File: src/rtl/seg7_pkg.sv
// Shared definitions for the seven-segment frame decoder: FSM state codes,
// glyph constants ({g,f,e,d,c,b,a}, active-high) and the glyph->nibble decoder.
package seg7_pkg;

  localparam logic [1:0] ST_IDLE   = 2'd0;
  localparam logic [1:0] ST_CAP_LO = 2'd1;
  localparam logic [1:0] ST_CAP_HI = 2'd2;
  localparam logic [1:0] ST_HOLD   = 2'd3;

  localparam logic [6:0] GLYPH_0 = 7'h3F;
  localparam logic [6:0] GLYPH_1 = 7'h06;
  localparam logic [6:0] GLYPH_2 = 7'h5B;
  localparam logic [6:0] GLYPH_3 = 7'h4F;
  localparam logic [6:0] GLYPH_4 = 7'h66;
  localparam logic [6:0] GLYPH_5 = 7'h6D;
  localparam logic [6:0] GLYPH_6 = 7'h7D;
  localparam logic [6:0] GLYPH_7 = 7'h07;
  localparam logic [6:0] GLYPH_8 = 7'h7F;
  localparam logic [6:0] GLYPH_9 = 7'h6F;
  localparam logic [6:0] GLYPH_A = 7'h77;
  localparam logic [6:0] GLYPH_B = 7'h7C;
  localparam logic [6:0] GLYPH_C = 7'h39;
  localparam logic [6:0] GLYPH_D = 7'h5E;
  localparam logic [6:0] GLYPH_E = 7'h79;
  localparam logic [6:0] GLYPH_F = 7'h71;
  localparam logic [6:0] BLANK   = 7'h00;

  typedef struct packed {
    logic       legal;
    logic [3:0] nibble;
  } glyph_dec_t;

  // A blank digit is a legal zero; anything unrecognised decodes to an illegal zero.
  function automatic glyph_dec_t decode_glyph(input logic [6:0] g);
    glyph_dec_t d;
    d.legal  = 1'b1;
    d.nibble = 4'h0;
    case (g)
      GLYPH_0, BLANK: d.nibble = 4'h0;
      GLYPH_1: d.nibble = 4'h1;
      GLYPH_2: d.nibble = 4'h2;
      GLYPH_3: d.nibble = 4'h3;
      GLYPH_4: d.nibble = 4'h4;
      GLYPH_5: d.nibble = 4'h5;
      GLYPH_6: d.nibble = 4'h6;
      GLYPH_7: d.nibble = 4'h7;
      GLYPH_8: d.nibble = 4'h8;
      GLYPH_9: d.nibble = 4'h9;
      GLYPH_A: d.nibble = 4'hA;
      GLYPH_B: d.nibble = 4'hB;
      GLYPH_C: d.nibble = 4'hC;
      GLYPH_D: d.nibble = 4'hD;
      GLYPH_E: d.nibble = 4'hE;
      GLYPH_F: d.nibble = 4'hF;
      default: d.legal  = 1'b0;
    endcase
    return d;
  endfunction

endpackage

File: src/rtl/seg7_frame_decoder_if.sv
// Display-pin and frame-handshake bundle of the seven-segment frame decoder.
// The decoder uses the slave modport; the pin driver / frame consumer uses master.
interface seg7_frame_decoder_if;
  logic [6:0] seg_in;
  logic       digit_in;
  logic       sync_in;
  logic       flag_in;
  logic       frame_valid;
  logic       frame_ready;
  logic [7:0] frame_data;
  logic       frame_flag;
  logic       frame_bad;
  logic       overrun;
  logic       timeout;

  modport slave (
    input  seg_in, digit_in, sync_in, flag_in, frame_ready,
    output frame_valid, frame_data, frame_flag, frame_bad, overrun, timeout
  );

  modport master (
    output seg_in, digit_in, sync_in, flag_in, frame_ready,
    input  frame_valid, frame_data, frame_flag, frame_bad, overrun, timeout
  );
endinterface

File: src/rtl/seg7_input_filter.sv
// Pin synchronizer plus stability filter for {seg,digit}; also detects sync rises.
// With SEG7_ACTIVE_LOW_EN defined the segment pins are inverted after synchronizing.
module seg7_input_filter #(
  parameter int STABLE_CYCLES = 4,
  parameter int SYNC_STAGES   = 2
) (
  input  logic       clk,
  input  logic       rst,
  input  logic [6:0] seg_in,
  input  logic       digit_in,
  input  logic       sync_in,
  input  logic       flag_in,
  output logic [6:0] seg,
  output logic       digit,
  output logic       flag,
  output logic       sync_rise,
  output logic       stable
);

  localparam int CW = $clog2(STABLE_CYCLES + 1);
  localparam logic [CW-1:0] CNT_MAX = CW'(STABLE_CYCLES - 1);

  // Bit layout of one pin sample: {flag, sync, digit, seg[6:0]}.
  logic [SYNC_STAGES-1:0][9:0] pin_p0;
  logic [9:0]                  pin_s;
  logic [6:0]                  seg_s;
  logic                        sync_d_p1;
  logic [7:0]                  cand_p1;
  logic [CW-1:0]               cnt_p1;

  function automatic logic [CW-1:0] sat_inc(input logic [CW-1:0] v);
    return (v == CNT_MAX) ? v : v + 1'b1;
  endfunction

  assign pin_s = pin_p0[SYNC_STAGES-1];
`ifdef SEG7_ACTIVE_LOW_EN
  assign seg_s = ~pin_s[6:0];
`else
  assign seg_s = pin_s[6:0];
`endif

  // p0: synchronizer chain
  // p1: edge detect and stability counter on the synchronized samples
  always_ff @(posedge clk) begin
    if (rst) begin
      pin_p0    <= '0;
      sync_d_p1 <= 1'b0;
      cand_p1   <= '0;
      cnt_p1    <= '0;
    end else begin
      pin_p0    <= {pin_p0[SYNC_STAGES-2:0], {flag_in, sync_in, digit_in, seg_in}};
      sync_d_p1 <= pin_s[8];
      if ({seg_s, pin_s[7]} != cand_p1) begin
        cand_p1 <= {seg_s, pin_s[7]};
        cnt_p1  <= '0;
      end else begin
        cnt_p1  <= sat_inc(cnt_p1);
      end
    end
  end

  assign sync_rise = pin_s[8] & ~sync_d_p1;
  assign seg       = cand_p1[7:1];
  assign digit     = cand_p1[0];
  assign flag      = pin_s[9];
  assign stable    = (cnt_p1 == CNT_MAX);

endmodule

File: src/rtl/seg7_frame_decoder.sv
// Recovers one {hi,lo} hex byte per sync frame from the multiplexed 7-segment bus.
// Build option: define SEG7_ACTIVE_LOW_EN for a common-anode (active-low) panel.
module seg7_frame_decoder
  import seg7_pkg::*;
#(
  parameter int STABLE_CYCLES  = 4,
  parameter int SYNC_STAGES    = 2,
  parameter int TIMEOUT_CYCLES = 1024
) (
  input logic                 clk,
  input logic                 rst,
  seg7_frame_decoder_if.slave bus
);

  localparam int TW = $clog2(TIMEOUT_CYCLES + 1);
  localparam logic [TW-1:0] TMO_LAST = TW'(TIMEOUT_CYCLES - 1);

  logic [6:0]  seg;
  logic        digit;
  logic        flag;
  logic        sync_rise;
  logic        stable;
  glyph_dec_t  dec;
  logic [1:0]  state;
  logic [TW-1:0] tcnt;
  logic [3:0]  lo_nib;
  logic        lo_bad;
  logic [7:0]  data_r;
  logic        flag_r;
  logic        bad_r;
  logic        ovr_r;
  logic        tmo_r;

  seg7_input_filter #(
    .STABLE_CYCLES(STABLE_CYCLES),
    .SYNC_STAGES  (SYNC_STAGES)
  ) u_filter (
    .clk      (clk),
    .rst      (rst),
    .seg_in   (bus.seg_in),
    .digit_in (bus.digit_in),
    .sync_in  (bus.sync_in),
    .flag_in  (bus.flag_in),
    .seg      (seg),
    .digit    (digit),
    .flag     (flag),
    .sync_rise(sync_rise),
    .stable   (stable)
  );

  assign dec = decode_glyph(seg);

  // Frame FSM; output registers only load on the high-digit acceptance so a held
  // frame never changes underneath the consumer.
  always_ff @(posedge clk) begin
    if (rst) begin
      state  <= ST_IDLE;
      tcnt   <= '0;
      lo_nib <= '0;
      lo_bad <= 1'b0;
      data_r <= '0;
      flag_r <= 1'b0;
      bad_r  <= 1'b0;
      ovr_r  <= 1'b0;
      tmo_r  <= 1'b0;
    end else begin
      tmo_r <= 1'b0;
      case (state)
        ST_IDLE: begin
          if (sync_rise) begin
            state <= ST_CAP_LO;
            tcnt  <= '0;
          end
        end
        ST_CAP_LO, ST_CAP_HI: begin
          if (sync_rise) begin
            state <= ST_CAP_LO;
            tcnt  <= '0;
          end else if (tcnt == TMO_LAST) begin
            state <= ST_IDLE;
            tmo_r <= 1'b1;
          end else begin
            tcnt <= tcnt + 1'b1;
            if (stable && !digit && state == ST_CAP_LO) begin
              lo_nib <= dec.nibble;
              lo_bad <= ~dec.legal;
              state  <= ST_CAP_HI;
            end
            if (stable && digit && state == ST_CAP_HI) begin
              data_r <= {dec.nibble, lo_nib};
              bad_r  <= lo_bad | ~dec.legal;
              flag_r <= flag;
              state  <= ST_HOLD;
            end
          end
        end
        ST_HOLD: begin
          if (bus.frame_ready) begin
            state <= sync_rise ? ST_CAP_LO : ST_IDLE;
            tcnt  <= '0;
          end else if (sync_rise) begin
            ovr_r <= 1'b1;
          end
        end
        default: state <= ST_IDLE;
      endcase
    end
  end

  assign bus.frame_valid = (state == ST_HOLD);
  assign bus.frame_data  = data_r;
  assign bus.frame_flag  = flag_r;
  assign bus.frame_bad   = bad_r;
  assign bus.overrun     = ovr_r;
  assign bus.timeout     = tmo_r;

endmodule

File: src/flat_wrapper.sv
// flat-port wrapper written by rule: the top's interface ports become plain ports
module seg7_frame_decoder_flat import seg7_pkg::*;
#(
  parameter int STABLE_CYCLES  = 4,
  parameter int SYNC_STAGES    = 2,
  parameter int TIMEOUT_CYCLES = 1024
)
  (clk, rst, bus_seg_in, bus_digit_in, bus_sync_in, bus_flag_in, bus_frame_ready, bus_frame_valid, bus_frame_data, bus_frame_flag, bus_frame_bad, bus_overrun, bus_timeout);
  seg7_frame_decoder_if bus_i ();
  input logic clk;
  input logic rst;
  input wire logic [$bits(bus_i.seg_in)-1:0] bus_seg_in;
  input wire logic [$bits(bus_i.digit_in)-1:0] bus_digit_in;
  input wire logic [$bits(bus_i.sync_in)-1:0] bus_sync_in;
  input wire logic [$bits(bus_i.flag_in)-1:0] bus_flag_in;
  input wire logic [$bits(bus_i.frame_ready)-1:0] bus_frame_ready;
  output wire logic [$bits(bus_i.frame_valid)-1:0] bus_frame_valid;
  output wire logic [$bits(bus_i.frame_data)-1:0] bus_frame_data;
  output wire logic [$bits(bus_i.frame_flag)-1:0] bus_frame_flag;
  output wire logic [$bits(bus_i.frame_bad)-1:0] bus_frame_bad;
  output wire logic [$bits(bus_i.overrun)-1:0] bus_overrun;
  output wire logic [$bits(bus_i.timeout)-1:0] bus_timeout;
  assign bus_i.seg_in = bus_seg_in;
  assign bus_i.digit_in = bus_digit_in;
  assign bus_i.sync_in = bus_sync_in;
  assign bus_i.flag_in = bus_flag_in;
  assign bus_i.frame_ready = bus_frame_ready;
  assign bus_frame_valid = bus_i.frame_valid;
  assign bus_frame_data = bus_i.frame_data;
  assign bus_frame_flag = bus_i.frame_flag;
  assign bus_frame_bad = bus_i.frame_bad;
  assign bus_overrun = bus_i.overrun;
  assign bus_timeout = bus_i.timeout;
  seg7_frame_decoder #(.STABLE_CYCLES(STABLE_CYCLES), .SYNC_STAGES(SYNC_STAGES), .TIMEOUT_CYCLES(TIMEOUT_CYCLES)) u_core (.clk(clk), .rst(rst), .bus(bus_i));
endmodule
File: config.mk
export PLATFORM = sky130hd
export DESIGN_NAME = seg7_frame_decoder_flat
export DESIGN_NICKNAME = d
export VERILOG_FILES = /design/src/rtl/seg7_pkg.sv /design/src/rtl/seg7_frame_decoder_if.sv /design/src/rtl/seg7_input_filter.sv /design/src/rtl/seg7_frame_decoder.sv /design/src/flat_wrapper.sv
export SDC_FILE = /design/constraint.sdc
export NUM_CORES = 1
export LEC_CHECK = 0
export ABC_CLOCK_PERIOD_IN_PS = 4650
export CORE_MARGIN = 1
export CORE_UTILIZATION = 60
export DETAILED_ROUTE_END_ITERATION = 10
export PLACE_DENSITY_LB_ADDON = 0.05
export SETUP_SLACK_MARGIN = 0.15
export SLEW_MARGIN = 10
export SYNTH_ARGS = -nofsm -noshare
export SYNTH_HDL_FRONTEND = slang
export SYNTH_SLANG_ARGS = --single-unit
export TNS_END_PERCENT = 20
File: constraint.sdc
create_clock -name clk -period 4.65 [get_ports clk]
set_input_delay 0.93 -clock clk [delete_from_list [all_inputs] [get_ports clk]]
set_output_delay 0.93 -clock clk [all_outputs]
set_load 0.02 [all_outputs]
==> flow_metrics.env, run 1 <==
export IMPL_drive_above_1_share_pct=8.07
export IMPL_root_buffer="clkbuf_8"
export IMPL_ys_flop_type="dfxtp_1"
export IMPL_post_route_drc_count=0
export IMPL_cts_buffer_depth=2
export IMPL_synth_area_um2=2760
export IMPL_ys_types=53
export IMPL_synth_top_family_by_area="simple AND/OR/NAND/NOR gates"
export IMPL_cp_max_fo=4
export IMPL_fin_total_pwr_uw=1100
export IMPL_numCtsBuffers=9
export IMPL_arrival_ns=1.52
export IMPL_status="finished clean"
export IMPL_r2r_worst_path_cells=6
export IMPL_whs_endpoint="u_core.u_filter.pin_s[6]$_SDFF_PP0_"
export IMPL_cts_num_sinks=62
export IMPL_dieArea_um2=4870
export IMPL_p_int_uw=847
export IMPL_critical_path_required_ns=3.72
export IMPL_power_leakage_uw=0.00112
export IMPL_dr_pass1_iters=4
export IMPL_critPathKind="reg -> out"
export IMPL_setup_viol=0
export IMPL_rsz0062_at_grt="no"
export IMPL_seq_power_share_pct=50.9
export IMPL_multiInputGateArea_um2=1380
export IMPL_holdPathStages=1
export IMPL_crit_chain="ha_1 > clkdlybuf4s50_1"
export IMPL_timing_slew_headroom_pct=28.3
export IMPL_combPwrFrac_pct=8.5
export IMPL_wl_per_cell_um=12.0
export IMPL_min_period_ns=2.45
export IMPL_muxShareOfSynthArea_pct=1.09
export IMPL_antenna_found_initial=0
export IMPL_viasPerCell=5.53
export IMPL_synth_nets=322
export IMPL_ir_drop_v=0.000223
export IMPL_drt_iter0_markers=176
export IMPL_syn_avg_cell_area_um2=9.16
export IMPL_setup_worst_path_end_class="output pin"
export IMPL_seq_area_um2=1240
export IMPL_core_area_um2=4380
export IMPL_grt_max_degree=53
export IMPL_synthToLayoutAreaGrowth_pct=13.9
export IMPL_dieWidth_um=69.8
export IMPL_finalHoldViolCount=0
export IMPL_synth_seq_area_share_pct=45.0
export IMPL_pin_count=26
export IMPL_hold_start="u_core.u_filter.pin_p0[6]$_SDFF_PP0_"
export IMPL_fin_nets=339
export IMPL_synth_edf_count=0
export IMPL_ant_nets=0
export IMPL_synth_compound_area_share_pct=11.8
export IMPL_power_density_nw_per_um2=351
export IMPL_cap_violations=0
export IMPL_n_antenna_cell=0
export IMPL_regToRegStartpoint="u_core.state[1]$_SDFFE_PP0P_"
export IMPL_clock_latency_ns=0.34
export IMPL_final_max_slew_viol_count=0
export IMPL_grt_overflow=0
export IMPL_drt_total_wl_um=4490
export IMPL_grt_pass1_vias=1839
export IMPL_synth_seq_cells=62
export IMPL_sw_frac_of_total_pct=23.1
export IMPL_cts_tree="built"
export IMPL_die_height_um=69.8
export IMPL_routed_via_count=2069
export IMPL_fillCellCount=362
export IMPL_dpl_hpwl_um=3010
export IMPL_grt_use_total_pct=20.6
export IMPL_r2r_slack_ns=2.32
export IMPL_yosysWarnings=0
export IMPL_synthXorXnorAreaFrac_pct=5.40
export IMPL_crit_path_top_delay_cell="clkdlybuf4s50_1"
export IMPL_clockPowerShare_pct=40.6
export IMPL_synth_cells=301
export IMPL_slowest_delay_ns=0.61
export IMPL_htreeDepth=3
export IMPL_fmax_ghz=0.408
export IMPL_worst_pin_slew_ns=1.07
export IMPL_path_clk_slew_ns=0.06
export IMPL_finClkSkew_ns=0.00505
export IMPL_synth_fa_ha_area_share_pct=3.63
export IMPL_gp_congestion=0.802
export IMPL_async_reset_ff_share_pct=0
export IMPL_final_core_util_pct=71.7
export IMPL_r2r_end="u_core.bus.frame_bad$_SDFFE_PP0P_"
export IMPL_row_count=24
export IMPL_io_buffer_count=25
export IMPL_cp_start_kind="register"
export IMPL_netSwitchingPower_uw=255
export IMPL_tns_ns=0
export IMPL_initial_core_util_pct=62.9
export IMPL_cts_repair_resized=0
export IMPL_worstHoldPathType="reg -> reg"
export IMPL_synth_simple_area_share_pct=28.2
export IMPL_grt_pass1_wl_um=7910
export IMPL_hold_buffers=0
export IMPL_post_cts_buffers=0
export IMPL_fin_crit_sh_pct=52.7
## flip-flops by register name (all words and copies together) (netlist names)
signal / count
u_core.lo_bad: 1
u_core.bus.frame_data: 8
u_core.lo_nib: 4
u_core.bus.timeout: 1
u_core.u_filter.cand_p1: 8
u_core.bus.overrun: 1
u_core.u_filter.cnt_p1: 3
u_core.bus.frame_flag: 1
u_core.bus.frame_bad: 1
u_core.u_filter.pin_p0: 10
u_core.state: 2
u_core.u_filter.pin_s: 10
u_core.u_filter.sync_d_p1: 1
u_core.tcnt: 11
## power by group through the flow
stage | clock, uW | sequential, uW | combinational, uW
after floorplan | 0 | 566 | 78.3
after global placement | 0 | 572 | 91.7
after detailed placement | 0 | 572 | 94.1
after CTS | 461 | 561 | 95.2
after global routing | 487 | 563 | 106
final | 447 | 560 | 93.8
## cells by family after synthesis
kind of cell | count (synthesis)
compound gates | 47
xor+xnor | 17
fa+ha+maj | 8
buf+inv | 24
flops | 62
mux | 3
simple gates | 140
## how the worst max path moves through the flow
stage	startpoint	end	slack [ns]	cells after the start
after CTS	u_core.state[1]$_SDFFE_PP0P_	bus_frame_valid	2.17	2
after global routing	u_core.state[0]$_SDFFE_PP0P_	u_core.bus.frame_data[1]$_SDFFE_PP0P_	1.99	6
final	u_core.state[1]$_SDFFE_PP0P_	bus_frame_valid	2.20	2
after global placement	bus_frame_ready	u_core.state[1]$_SDFFE_PP0P_	2.06	6
after detailed placement	bus_frame_ready	u_core.state[1]$_SDFFE_PP0P_	2.02	6
after floorplan	bus_frame_ready	u_core.tcnt[9]$_SDFFE_PP0P_	2.79	6
## critical path, delay by kind of cell (launching register included)
family | cells | cell delay, ns
adders and majority gates | 1 | 0.20
buffers and inverters | 1 | 0.61
DFF | 1 | 0.37
## layout by cell type (no fill, tap or decap), types with 4 or more instances in the layout
cell,count
a21oi_1,11
nor3_1,13
nand3b_1,5
ha_1,8
nor2b_1,32
xnor2_1,9
a211oi_1,6
inv_1,5
clkbuf_8,10
nor2_1,35
nand4_1,6
nand3_1,4
o211ai_1,6
dfxtp_1,62
and3_1,5
nand2_1,17
clkdlybuf4s50_1,24
o21ai_0,6
xor2_1,8
## cell usage after synthesis (2+ instances only)
cell	instances	area (um^2)
a21oi_1	11	55.1
and2_1	2	12.5
nand4_1	6	37.5
o21ai_0	6	30.0
nand3b_1	5	37.5
clkbuf_1	8	30.0
mux2i_1	3	30.0
xor2_1	8	70.1
a211oi_1	6	45.0
dfxtp_1	62	1240
nor3_1	13	65.1
inv_1	5	18.8
nor2_1	35	131
buf_6	4	45.0
ha_1	8	100
a31oi_1	2	12.5
buf_4	2	15.0
nor2b_1	32	200
a32oi_1	2	17.5
or3_1	2	12.5
a21o_1	2	15.0
nand2b_1	3	18.8
xnor2_1	9	78.8
a32o_1	2	20.0
buf_2	5	25.0
nor3_2	3	30.0
and3_1	5	31.3
o211ai_1	6	45.0
nand3_1	4	20.0
nand2_1	17	63.8
## metal layers
layer	vias to the layer above	global-route usage (%)	wire, um
li1	1077	-	-
met1	939	25.6	2160
met2	39	31.5	2020
met3	14	7.41	201
met4	0	10.0	116
met5	-	0	0
## stage by stage
step	area, um^2	setup slack, ns	hold WS [ns]	instances
after floorplan	2760	2.79	0.414	301
after global placement	2950	2.06	0.418	359
after detailed placement	2950	2.02	0.425	359
after CTS	3140	2.17	0.440	374
after global routing	3140	1.99	0.446	374
final	3140	2.20	0.436	374
## area by class of cell
type | count | area share (%)
clock buffer | 11 | 4.50
clock inverter | 4 | 1.51
tap | 52 | 2.07
inverter | 5 | 0.597
sequential | 62 | 39.5
timing repair buffer | 25 | 7.81
multi-input combinational | 215 | 44.0
No activity file was read; power rests on OpenSTA's default activity.
==> inputs of run 2 (changes only) <==
--- a/config.mk
+++ b/config.mk
@@ -5,9 +5,9 @@
 export SDC_FILE = /design/constraint.sdc
 export NUM_CORES = 1
 export LEC_CHECK = 0
-export ABC_CLOCK_PERIOD_IN_PS = 4650
+export ABC_CLOCK_PERIOD_IN_PS = 2600
 export CORE_MARGIN = 1
-export CORE_UTILIZATION = 60
+export CORE_UTILIZATION = 56
 export DETAILED_ROUTE_END_ITERATION = 10
 export PLACE_DENSITY_LB_ADDON = 0.05
 export SETUP_SLACK_MARGIN = 0.15
==> constraint.sdc (replaced) <==
create_clock -name clk -period 2.6 [get_ports clk]
set_input_delay 0.52 -clock clk [delete_from_list [all_inputs] [get_ports clk]]
set_output_delay 0.52 -clock clk [all_outputs]
set_load 0.02 [all_outputs]
==> flow_metrics.env, run 2 (synthesis results as in run 1) <==
export IMPL_status="finished clean"
export IMPL_grt_overflow=0
export IMPL_dr_pass1_iters=4
export IMPL_dpl_hpwl_um=3110
export IMPL_row_count=25
export IMPL_grt_pass1_vias=1788
export IMPL_final_max_slew_viol_count=0
export IMPL_routed_via_count=2085
export IMPL_drt_iter0_markers=151
export IMPL_ir_drop_v=0.000392
export IMPL_critical_path_required_ns=2.08
export IMPL_layout_commonest_cell="dfxtp_1"
export IMPL_cts_tree="built"
export IMPL_root_buffer="clkbuf_8"
export IMPL_grt_max_degree=25
export IMPL_core_area_um2=4720
export IMPL_initial_core_util_pct=58.4
export IMPL_cp_start_kind="register"
export IMPL_viasPerCell=5.29
export IMPL_finalHoldViolCount=0
export IMPL_setup_viol=0
export IMPL_setup_worst_path_end_class="output pin"
export IMPL_cts_buffer_depth=2
export IMPL_power_density_nw_per_um2=627
export IMPL_rsz0062_at_grt="no"
export IMPL_cp_max_fo=4
export IMPL_fin_total_pwr_uw=2010
export IMPL_wl_per_cell_um=11.8
export IMPL_hold_buffers=0
export IMPL_final_core_util_pct=67.7
export IMPL_worst_pin_slew_ns=0.504
export IMPL_critPathKind="reg -> out"
export IMPL_timing_slew_headroom_pct=66.1
export IMPL_drive_above_1_share_pct=9.79
export IMPL_cts_repair_resized=0
export IMPL_dieArea_um2=5210
export IMPL_numCtsBuffers=9
export IMPL_cts_num_sinks=62
export IMPL_r2r_slack_ns=0.63
export IMPL_io_buffer_count=25
export IMPL_placed_area_um2=3000
export IMPL_ant_nets=0
export IMPL_n_antenna_cell=0
export IMPL_fin_area_um2=3200
export IMPL_htreeDepth=3
export IMPL_fin_ws_ns=0.517
export IMPL_tns_ns=0
export IMPL_post_cts_buffers=0
export IMPL_antenna_found_initial=0
export IMPL_pin_count=26
export IMPL_grt_pass1_wl_um=8050
export IMPL_die_height_um=72.2
export IMPL_power_leakage_uw=0.00114
export IMPL_synthToLayoutAreaGrowth_pct=16.0
export IMPL_fin_nets=343
export IMPL_min_period_ns=2.08
export IMPL_arrival_ns=1.56
export IMPL_regMostFlops="u_core.tcnt"
export IMPL_dieWidth_um=72.2
export IMPL_largest_reg_flops=11
export IMPL_finClkSkew_ns=0.00722
export IMPL_gp_congestion=0.843
export IMPL_fin_crit_sh_pct=80.1
export IMPL_drt_total_wl_um=4640
export IMPL_worstHoldPathType="reg -> reg"
export IMPL_clock_latency_ns=0.33
export IMPL_final_cell_mix="dfxtp_1, nor2_1, nor2b_1"
export IMPL_path_clk_slew_ns=0.07
export IMPL_post_route_drc_count=0
export IMPL_pre_cts_slack_ns=0.553
export IMPL_grt_use_total_pct=19.9
export IMPL_fmax_ghz=0.480
export IMPL_cap_violations=0
[run 2: area by class of cell]
class	instances	area, um^2
Multi-Input combinational cell	215	1380
Fill cell	393	1520
Clock inverter	7	73.8
Sequential cell	62	1240
Inverter	5	18.8
Timing Repair Buffer	29	275
Tap cell	67	83.8
Clock buffer	9	124
[run 2: metal layers]
metal / GRT usage, % / vias up / share of wire (%) / wire length, um
li1: - / 1083 / - / -
met1: 25.7 / 962 / 48 / 2220
met2: 30.8 / 35 / 47 / 2200
met3: 5.69 / 5 / 3.5 / 163
met4: 9.37 / 0 / 1.2 / 55
met5: 0 / - / 0 / 0
[run 2: metrics by stage]
step,instances,hold slack [ns]
finish,394,0.439
floorplan,301,0.414
global route,394,0.463
global placement,378,0.418
CTS,394,0.442
detailed placement,378,0.424
[run 2: worst paths after layout]
path,from,endpoint,cells past startpoint
setup / recovery,u_core.state[1]$_SDFFE_PP0P_,bus_frame_valid,2
hold / removal,u_core.u_filter.pin_p0[8]$_SDFF_PP0_,u_core.u_filter.pin_s[8]$_SDFF_PP0_,1
setup reg to reg,u_core.state[1]$_SDFFE_PP0P_,u_core.bus.frame_data[5]$_SDFFE_PP0P_,6
hold reg to reg,u_core.u_filter.pin_p0[8]$_SDFF_PP0_,u_core.u_filter.pin_s[8]$_SDFF_PP0_,1
[run 2: worst max-delay path: stages (launching register included)]
cell             delay, ns
dfxtp_1               0.38
ha_1                  0.23
clkdlybuf4s50_1       0.62
[run 2: where the power goes]
group,internal [uW],total (uW),switching [uW]
Sequential,978,1000,24.0
Clock,445,830,385
Combinational,81.5,174,92.3
==> inputs of run 3 (changes only) <==
--- a/config.mk
+++ b/config.mk
@@ -5,9 +5,9 @@
 export SDC_FILE = /design/constraint.sdc
 export NUM_CORES = 1
 export LEC_CHECK = 0
-export ABC_CLOCK_PERIOD_IN_PS = 2600
+export ABC_CLOCK_PERIOD_IN_PS = 1800
 export CORE_MARGIN = 1
-export CORE_UTILIZATION = 56
+export CORE_UTILIZATION = 51
 export DETAILED_ROUTE_END_ITERATION = 10
 export PLACE_DENSITY_LB_ADDON = 0.05
 export SETUP_SLACK_MARGIN = 0.15
==> constraint.sdc (replaced) <==
create_clock -name clk -period 1.8 [get_ports clk]
set_input_delay 0.36 -clock clk [delete_from_list [all_inputs] [get_ports clk]]
set_output_delay 0.36 -clock clk [all_outputs]
set_load 0.02 [all_outputs]
==> flow_metrics.env, run 3 (synthesis results as in run 1) <==
export IMPL_routed_via_count=2292
export IMPL_ant_nets=0
export IMPL_antenna_found_initial=0
export IMPL_core_area_um2=5170
export IMPL_grt_overflow=0
export IMPL_viasPerCell=5.32
export IMPL_dieWidth_um=75.5
export IMPL_holdPathStages=1
export IMPL_fin_nets=377
export IMPL_grt_pass1_vias=2011
export IMPL_post_route_drc_count=0
export IMPL_numCtsBuffers=9
export IMPL_power_leakage_uw=0.00133
export IMPL_timing_slew_headroom_pct=75.5
export IMPL_synthToLayoutAreaGrowth_pct=33.3
export IMPL_grt_pass1_wl_um=8790
export IMPL_worst_pin_slew_ns=0.367
export IMPL_layout_commonest_cell="dfxtp_1"
export IMPL_final_cell_mix="dfxtp_1, nor2b_1, nor2_1"
export IMPL_die_height_um=75.5
export IMPL_hold_start="u_core.u_filter.pin_p0[6]$_SDFF_PP0_"
export IMPL_fin_crit_sh_pct=94.0
export IMPL_gp_congestion=0.917
export IMPL_grt_use_total_pct=21.2
export IMPL_tns_ns=0
export IMPL_dpl_hpwl_um=3620
export IMPL_path_clk_slew_ns=0.07
export IMPL_fin_total_pwr_uw=2910
export IMPL_drive_above_1_share_pct=29.6
export IMPL_pin_count=26
export IMPL_cap_violations=0
export IMPL_fin_area_um2=3680
export IMPL_fmax_ghz=0.591
export IMPL_cts_tree="built"
export IMPL_htreeDepth=3
export IMPL_arrival_ns=1.94
export IMPL_largest_reg_flops=11
export IMPL_whs_endpoint="u_core.u_filter.pin_s[6]$_SDFF_PP0_"
export IMPL_min_period_ns=1.69
export IMPL_wl_per_cell_um=13.5
export IMPL_critPathKind="reg -> reg"
export IMPL_placed_area_um2=3170
export IMPL_grt_max_degree=17
export IMPL_finalHoldViolCount=0
export IMPL_ir_drop_v=0.000664
export IMPL_cp_start_kind="register"
export IMPL_root_buffer="clkbuf_8"
export IMPL_io_buffer_count=25
export IMPL_initial_core_util_pct=53.3
export IMPL_dp_cells=401
export IMPL_n_antenna_cell=0
export IMPL_rsz0062_at_grt="yes"
export IMPL_cts_num_sinks=62
export IMPL_dieArea_um2=5710
export IMPL_worstHoldPathType="reg -> reg"
export IMPL_regMostFlops="u_core.tcnt"
export IMPL_cts_buffer_depth=2
export IMPL_clock_latency_ns=0.34
export IMPL_r2r_worst_path_cells=5
export IMPL_setup_worst_path_end_class="register"
export IMPL_final_core_util_pct=71.1
export IMPL_regToRegStartpoint="u_core.u_filter.cand_p1[7]$_SDFFE_PP0P_"
export IMPL_critical_path_required_ns=2.04
export IMPL_power_density_nw_per_um2=793
export IMPL_setup_viol=0
export IMPL_final_cells=431
export IMPL_drt_total_wl_um=5830
export IMPL_row_count=26
export IMPL_finClkSkew_ns=0.00554
export IMPL_final_max_slew_viol_count=0
export IMPL_status="finished clean"
export IMPL_cp_max_fo=4
export IMPL_drt_iter0_markers=79
export IMPL_r2r_end="u_core.bus.frame_data[6]$_SDFFE_PP0P_"
export IMPL_dr_pass1_iters=4
export IMPL_r2r_slack_ns=0.11
-- run 3: what timing repair did --
action                                  4_1_cts  5_1_grt
gates cloned                                  1        0
resized for setup                            34       35
setup buffers                                 3       10
hold buffers                                  0        0
pin swaps                                     6       15
endpoints found under the setup margin       22       40
-- run 3: layout make-up --
type / instances / area [um^2]
Clock buffer: 10 / 128
Clock inverter: 6 / 47.5
Fill cell: 411 / 1500
Inverter: 5 / 23.8
Multi-Input combinational cell: 215 / 1570
Sequential cell: 62 / 1260
Tap cell: 70 / 87.6
Timing Repair Buffer: 63 / 562
-- run 3: worst max-delay path, stage by stage, from the launching register on --
cell	delay, ns
dfxtp_4	0.36
or4b_4	0.55
a211oi_4	0.22
nor3_2	0.09
buf_4	0.14
a211oi_2	0.24
-- run 3: per-stage QoR --
stage | setup WS (ns) | hold WS (ns)
floorplan | 0.127 | 0.414
global placement | 0.0665 | 0.417
detailed placement | 0.0447 | 0.422
CTS | 0.134 | 0.410
global route | 0.0299 | 0.449
finish | 0.108 | 0.438
-- run 3: where the power goes --
part           internal [uW]  total (uW)  switching, uW
clock                    505        1070            569
combinational            200         393            193
sequential              1410        1450           32.5
-- run 3: worst max path at each step --
stage                     slack (ns)                               startpoint                                    end
final                           0.11  u_core.u_filter.cand_p1[7]$_SDFFE_PP0P_  u_core.bus.frame_data[6]$_SDFFE_PP0P_
after global routing            0.03  u_core.u_filter.cand_p1[7]$_SDFFE_PP0P_  u_core.bus.frame_data[6]$_SDFFE_PP0P_
after CTS                       0.13             u_core.state[1]$_SDFFE_PP0P_            u_core.tcnt[1]$_SDFFE_PP0P_
after detailed placement        0.04                          bus_frame_ready            u_core.tcnt[9]$_SDFFE_PP0P_
after global placement          0.07                          bus_frame_ready            u_core.tcnt[1]$_SDFFE_PP0P_
after floorplan                 0.13              u_core.tcnt[0]$_SDFFE_PP0P_           u_core.state[1]$_SDFFE_PP0P_
-- run 3: per-layer routing --
metal / vias up / GRT usage, % / routed length [um]
met5: - / 0 / 0
met4: 0 / 9.47 / 93
met3: 8 / 7.80 / 187
met2: 40 / 35.1 / 2920
met1: 1088 / 24.5 / 2630
li1: 1156 / - / -
